File: config.mk
export PLATFORM = sky130hd
export DESIGN_NAME = system_0_cpu_0_oci_dct_sequencer
export DESIGN_NICKNAME = d
export VERILOG_FILES = /design/src/rtl/system_0_cpu_0_oci_dct_sequencer.sv
export SDC_FILE = /design/constraint.sdc
export NUM_CORES = 1
export LEC_CHECK = 0
export ABC_AREA = 1
export BUFFER_PORTS_ARGS = -buffer_cell sky130_fd_sc_hd__buf_2
export CAP_MARGIN = 0
export CORE_MARGIN = 2
export CORE_UTILIZATION = 30
export CTS_BUF_LIST = sky130_fd_sc_hd__clkbuf_8
export CTS_CLUSTER_DIAMETER = 50
export DETAILED_ROUTE_END_ITERATION = 8
export GPL_TIMING_DRIVEN = 0
export PLACE_DENSITY = 0.57
export SETUP_SLACK_MARGIN = 0.2
export SYNTH_ARGS = -nofsm -noshare
export SYNTH_HDL_FRONTEND = slang
export SYNTH_SLANG_ARGS = --single-unit
File: constraint.sdc
create_clock -name clk -period 3.2 [get_ports clk]
set_clock_uncertainty 0.05 [all_clocks]
set_input_delay 0.32 -clock clk [delete_from_list [all_inputs] [get_ports clk]]
set_output_delay 0.32 -clock clk [all_outputs]
set_load 0.03 [all_outputs]
File: src/rtl/system_0_cpu_0_oci_dct_sequencer.sv
// -----------------------------------------------------------------------------
// system_0_cpu_0_oci_dct_sequencer
//
// Packs 2-bit trace atoms into a 30-bit buffer (15 atoms max) and hands the
// packed word {count, buffer} downstream. A word is emitted when the buffer
// fills, when a partially filled buffer has been idle long enough, or when the
// test is ending. Once the test has ended and all trace is drained, the block
// parks in DONE until reset.
//
// Ports:
//   clk            rising-edge clock for all state
//   reset          asynchronous active-high reset
//   trace_en       atom capture enable
//   atom_valid     atom present this cycle (source cannot stall)
//   atom_data[1:0] atom payload
//   test_ending    end-of-test request, sampled every cycle
//   out_valid      packed word available (high exactly while in EMIT)
//   out_data[33:0] packed word {dct_count, dct_buffer}
//   out_ready      downstream accepts out_data
//   dct_buffer     live packing buffer; bits above 2*dct_count read 0
//   dct_count      atoms currently held (0..15)
//   test_has_ended all trace drained after test_ending
//   overflow       sticky: at least one atom was dropped
//   drop_count     saturating count of dropped atoms
//   dbg_state      current FSM state (FILL=0, EMIT=1, DONE=2)
//
// Handshake: a word transfers on every rising edge where out_valid && out_ready
// are both high. Once out_valid rises, out_data is held stable and out_valid
// stays high until that transfer; out_valid never depends on out_ready.
// The atom source has no ready: atoms that arrive while the block cannot take
// them (EMIT or DONE) are dropped and counted.
// -----------------------------------------------------------------------------
module system_0_cpu_0_oci_dct_sequencer #(
  parameter int FLUSH_TIMEOUT = 64,
  parameter int DROP_CNT_W    = 8
) (
  input  logic                  clk,
  input  logic                  reset,
  input  logic                  trace_en,
  input  logic                  atom_valid,
  input  logic [1:0]            atom_data,
  input  logic                  test_ending,
  output logic                  out_valid,
  output logic [33:0]           out_data,
  input  logic                  out_ready,
  output logic [29:0]           dct_buffer,
  output logic [3:0]            dct_count,
  output logic                  test_has_ended,
  output logic                  overflow,
  output logic [DROP_CNT_W-1:0] drop_count,
  output logic [1:0]            dbg_state
);

  typedef enum logic [1:0] {
    FILL = 2'd0,
    EMIT = 2'd1,
    DONE = 2'd2
  } state_t;

  state_t      state;
  state_t      state_nxt;
  logic [29:0] buf_nxt;
  logic [3:0]  cnt_nxt;
  logic [7:0]  idle_cnt;
  logic [7:0]  idle_nxt;
  logic        end_pending;
  logic        end_now;
  logic        take;
  logic        accept;
  logic        drop;
  logic        timeout_hit;

  assign take   = atom_valid && trace_en;
  assign accept = take && (state == FILL);
  assign drop   = take && (state != FILL);

  // A same-cycle test_ending acts immediately, so out_valid (or DONE) follows
  // one cycle after the request rather than two.
  assign end_now = end_pending || (test_ending && (state != DONE));

  // The idle counter "reaches" FLUSH_TIMEOUT-1 in the cycle whose increment
  // would produce that value; the flush is decided in that same cycle.
  assign timeout_hit = (state == FILL) && !accept && (dct_count != 4'd0) &&
                       ((int'(idle_cnt) + 1) >= (FLUSH_TIMEOUT - 1));

  always_comb begin
    state_nxt = state;
    buf_nxt   = dct_buffer;
    cnt_nxt   = dct_count;
    idle_nxt  = idle_cnt;
    case (state)
      FILL: begin
        if (accept) begin
          buf_nxt  = dct_buffer | ({28'd0, atom_data} << {dct_count, 1'b0});
          cnt_nxt  = dct_count + 4'd1;
          idle_nxt = 8'd0;
        end else if (dct_count == 4'd0) begin
          idle_nxt = 8'd0;
        end else begin
          idle_nxt = idle_cnt + 8'd1;
        end
        // Full, timeout and end-of-test all funnel into one EMIT decision.
        if ((cnt_nxt == 4'd15) || timeout_hit || (end_now && (cnt_nxt != 4'd0))) begin
          state_nxt = EMIT;
        end else if (end_now) begin
          state_nxt = DONE;
        end
      end
      EMIT: begin
        if (out_ready) begin
          buf_nxt   = 30'd0;
          cnt_nxt   = 4'd0;
          idle_nxt  = 8'd0;
          state_nxt = end_now ? DONE : FILL;
        end
      end
      DONE: begin
        state_nxt = DONE;
      end
      default: begin
        state_nxt = FILL;
      end
    endcase
  end

  always_ff @(posedge clk or posedge reset) begin
    if (reset) begin
      state       <= FILL;
      dct_buffer  <= 30'd0;
      dct_count   <= 4'd0;
      idle_cnt    <= 8'd0;
      end_pending <= 1'b0;
      overflow    <= 1'b0;
      drop_count  <= '0;
    end else begin
      state       <= state_nxt;
      dct_buffer  <= buf_nxt;
      dct_count   <= cnt_nxt;
      idle_cnt    <= idle_nxt;
      end_pending <= end_now;
      if (drop) begin
        overflow <= 1'b1;
        if (drop_count != '1) begin
          drop_count <= drop_count + 1'b1;
        end
      end
    end
  end

  assign out_valid      = (state == EMIT);
  assign test_has_ended = (state == DONE);
  assign out_data       = {dct_count, dct_buffer};
  assign dbg_state      = state;

endmodule

==> results.cfg <==
[route]
wl_um = 6890
wl_per_cell_um = 11.6
drc = 0
num_vias = 2546
ant_nets = 0
vias_per_cell = 4.29
first_pass_iters = 4
drt-initial-drc-count = 144

[setup_path]
crit_path_end_kind = flip-flop
crit_path_max_incr_delay_ns = 0.54
r2r_cells = 12
critical_path_buf_inv_count = 1
cp.depth = 12
cp_data_required_time_ns = 3.37
r2r-start = dct_count[1]
crit_type = reg -> reg
crit_chain = clkinv_1, ha_1, nand2_1, nor2_2, nor2_4, nand3_2, nor2_1, nor2_1, nand3_1, nand2_1, nand2_1, nor2_1
cp_max_fo = 9
start_kind = flip-flop
crit_arrival_ns = 2.29
rr_endpoint = dbg_state[1]
cp_slowest_cell = dfrtp_1
cp_top_family = simple AND/OR/NAND/NOR gates
ff2ff_setup_slack_ns = 1.08

[hold_path]
min-delay-start = test_ending
min_to = end_pending
min_path_cells = 3
hold_class = in -> reg

[timing]
fin_tns_setup_ns = 0
finalSetupViolations = 0
slew_headroom_pct = 67.3
maxSlewViolCount = 0
period_needed_ns = 2.12
final.period_utilization_pct = 66.3
worstMarginPinSlew_ns = 0.490
rsz0062_at_grt = no
hold_violations = 0
fmax_ghz = 0.471

[clocking]
clkTransAtPathRegs_ns = 0.10
clkSinkCount = 54
root_buffer = clkbuf_8
cts_resized = 0
postCtsSetupBuffers = 0
clk_latency_ns = 0.31
h-tree-depth = 2
cts_tree = built
clk_path_buf_depth = 2
cts_made_buffers = 5

[final_layout]
final_common_cell = buf_2
multi_input_area_um2 = 1150
syn_to_final_growth_pct = 25.3
seq_area_um2 = 1350
layout-drive-gt1-share_pct = 36.3
final_cell_mix = buf_2, nand2_1, dfrtp_1
final_cells = 593
fillCellCount = 1017
utilization_pct = 38.3
diodes = 0
layout.nets = 472
final_area_um2 = 3710

[power_and_ir_drop]
p_int_mw = 1.05
totalPowerFinal_mw = 1.52
switching_power_mw = 0.476
clkPwrFrac_pct = 30.7
combPwrFrac_pct = 18.1
power.share.sequential_pct = 51.2
power.leakage_nw = 2.05
vdd_drop_max_uv = 310
power_density_nw_per_um2 = 411
switching_share_pct = 31.2

[run]
maxCapViolations = 0

[place]
dp.cells = 584
io_buffers = 88
dpl-instance-area_um2 = 3580
dp_hpwl_um = 5360
routabilityCongestion = 0.868

[die]
initial_utilization_pct = 30.5
core_area_um2 = 9680
die_x_um = 103
ios = 89
num_rows = 36
die_area_um2 = 10700
die_h_um = 103

[grt]
grt_usage_pct = 13.2
grt_pass1_wl_um = 11100
antenna_found_initial = 0
grt_start_max_net_pins = 40
grt_overflow = 0
first_global_vias = 2366

[synthesis]
syn_nets = 375
synth-seq-cells = 54
ys_warn_count = 0
synth_edf_count = 0
synthArstFlopShare_pct = 100
syn-cell-area_um2 = 2960
synth.distinct_cells = 32
syn_area_per_cell_um2 = 8.17
syn_inst = 362
synth_flop_cell = dfrtp_1
yosysSeqAreaShare_pct = 45.7

[status]
status = complete, no violations
[worst min-delay path, cell delays in order]
cell	delay [ns]
buf_2	0.10
a21oi_4	0.06
inv_1	0.06
[state kept, by name, indices dropped and copies added, names as in the netlist]
name,count
dbg_state,2
dct_buffer,30
dct_count,4
drop_count,8
end_pending,1
idle_cnt,8
overflow,1
[metrics by stage]
stage                     hold slack (ns)  setup WS [ns]
after global routing                0.218          0.891
final                               0.223           1.08
after CTS                           0.221           1.08
after floorplan                     0.403           1.20
after global placement              0.413          0.773
after detailed placement            0.270           1.11
[synth_stat cells (2+ instances only)]
cell type,count,area (um^2)
a21oi_1,28,140
a41oi_1,2,17.5
buf_1,2,7.51
buf_2,3,15.0
buf_4,35,263
clkbuf_1,2,7.51
clkinv_1,2,7.51
dfrtp_1,54,1350
ha_1,5,62.6
inv_1,31,116
inv_2,9,33.8
nand2_1,57,214
nand2_2,4,25.0
nand3_1,29,145
nand3_2,2,20.0
nand4_1,4,25.0
nor2_1,49,184
nor2_2,8,50.1
nor2_4,3,33.8
nor3_1,3,15.0
o21ai_0,12,60.1
o21ai_1,2,10.0
o22ai_1,2,12.5
xnor2_1,3,26.3
xor2_1,4,35.0
[what timing repair did]
item | CTS | global route
endpoints found under the setup margin | 0 | 0
endpoints found under the hold margin | 15 | 0
hold buffers | 1 | 0
[metal layers]
| layer | global-route usage, % | vias up | wire length (um) |
|---|---|---|---|
| met5 | 0 | - | 0 |
| met4 | 4.25 | 0 | 64 |
| met3 | 2.28 | 7 | 281 |
| met2 | 21.6 | 66 | 3240 |
| met1 | 17.7 | 1161 | 3310 |
| li1 | - | 1312 | - |
[power by group through the flow]
stage	clock (mW)	combinational, mW	sequential [mW]
2_1_floorplan	0	0.113	0.873
3_3_place_gp	0	0.271	0.794
3_5_place_dp	0	0.278	0.796
4_1_cts	0.482	0.280	0.783
5_1_grt	0.510	0.305	0.790
6_report	0.468	0.276	0.781
[how the worst max path moves through the flow]
stage / from / endpoint / slack, ns
after detailed placement: dct_count[1] / dbg_state[1] / 1.11
final: dct_count[1] / dbg_state[1] / 1.08
after global routing: dct_count[1] / dbg_state[1] / 0.89
after CTS: dct_count[1] / dbg_state[1] / 1.08
after global placement: reset / dct_buffer[8] / 0.77
after floorplan: dct_count[1] / dbg_state[1] / 1.20
[final cells by class]
type	instances	area share, %
clock inverters	3	1.18
flip-flops and latches	54	36.5
clock buffers	5	1.86
well taps	133	4.49
plain buffers	42	7.90
multi-input cells	224	31.2
repair buffers	90	12.7
inverters	42	4.25
[cell families (layout without fill, tap and decap cells)]
logic type,Yosys count,after routing,synth area share (%)
AO/OA/AOI/OAI,48,48,9.39
XOR/XNOR,7,7,2.07
adder cells (fa/ha/maj),5,5,2.12
buffers and inverters,84,182,15.2
flip-flops,54,54,45.7
AND/OR/NAND/NOR,164,164,25.5
No activity file was read; power rests on OpenSTA's default activity.
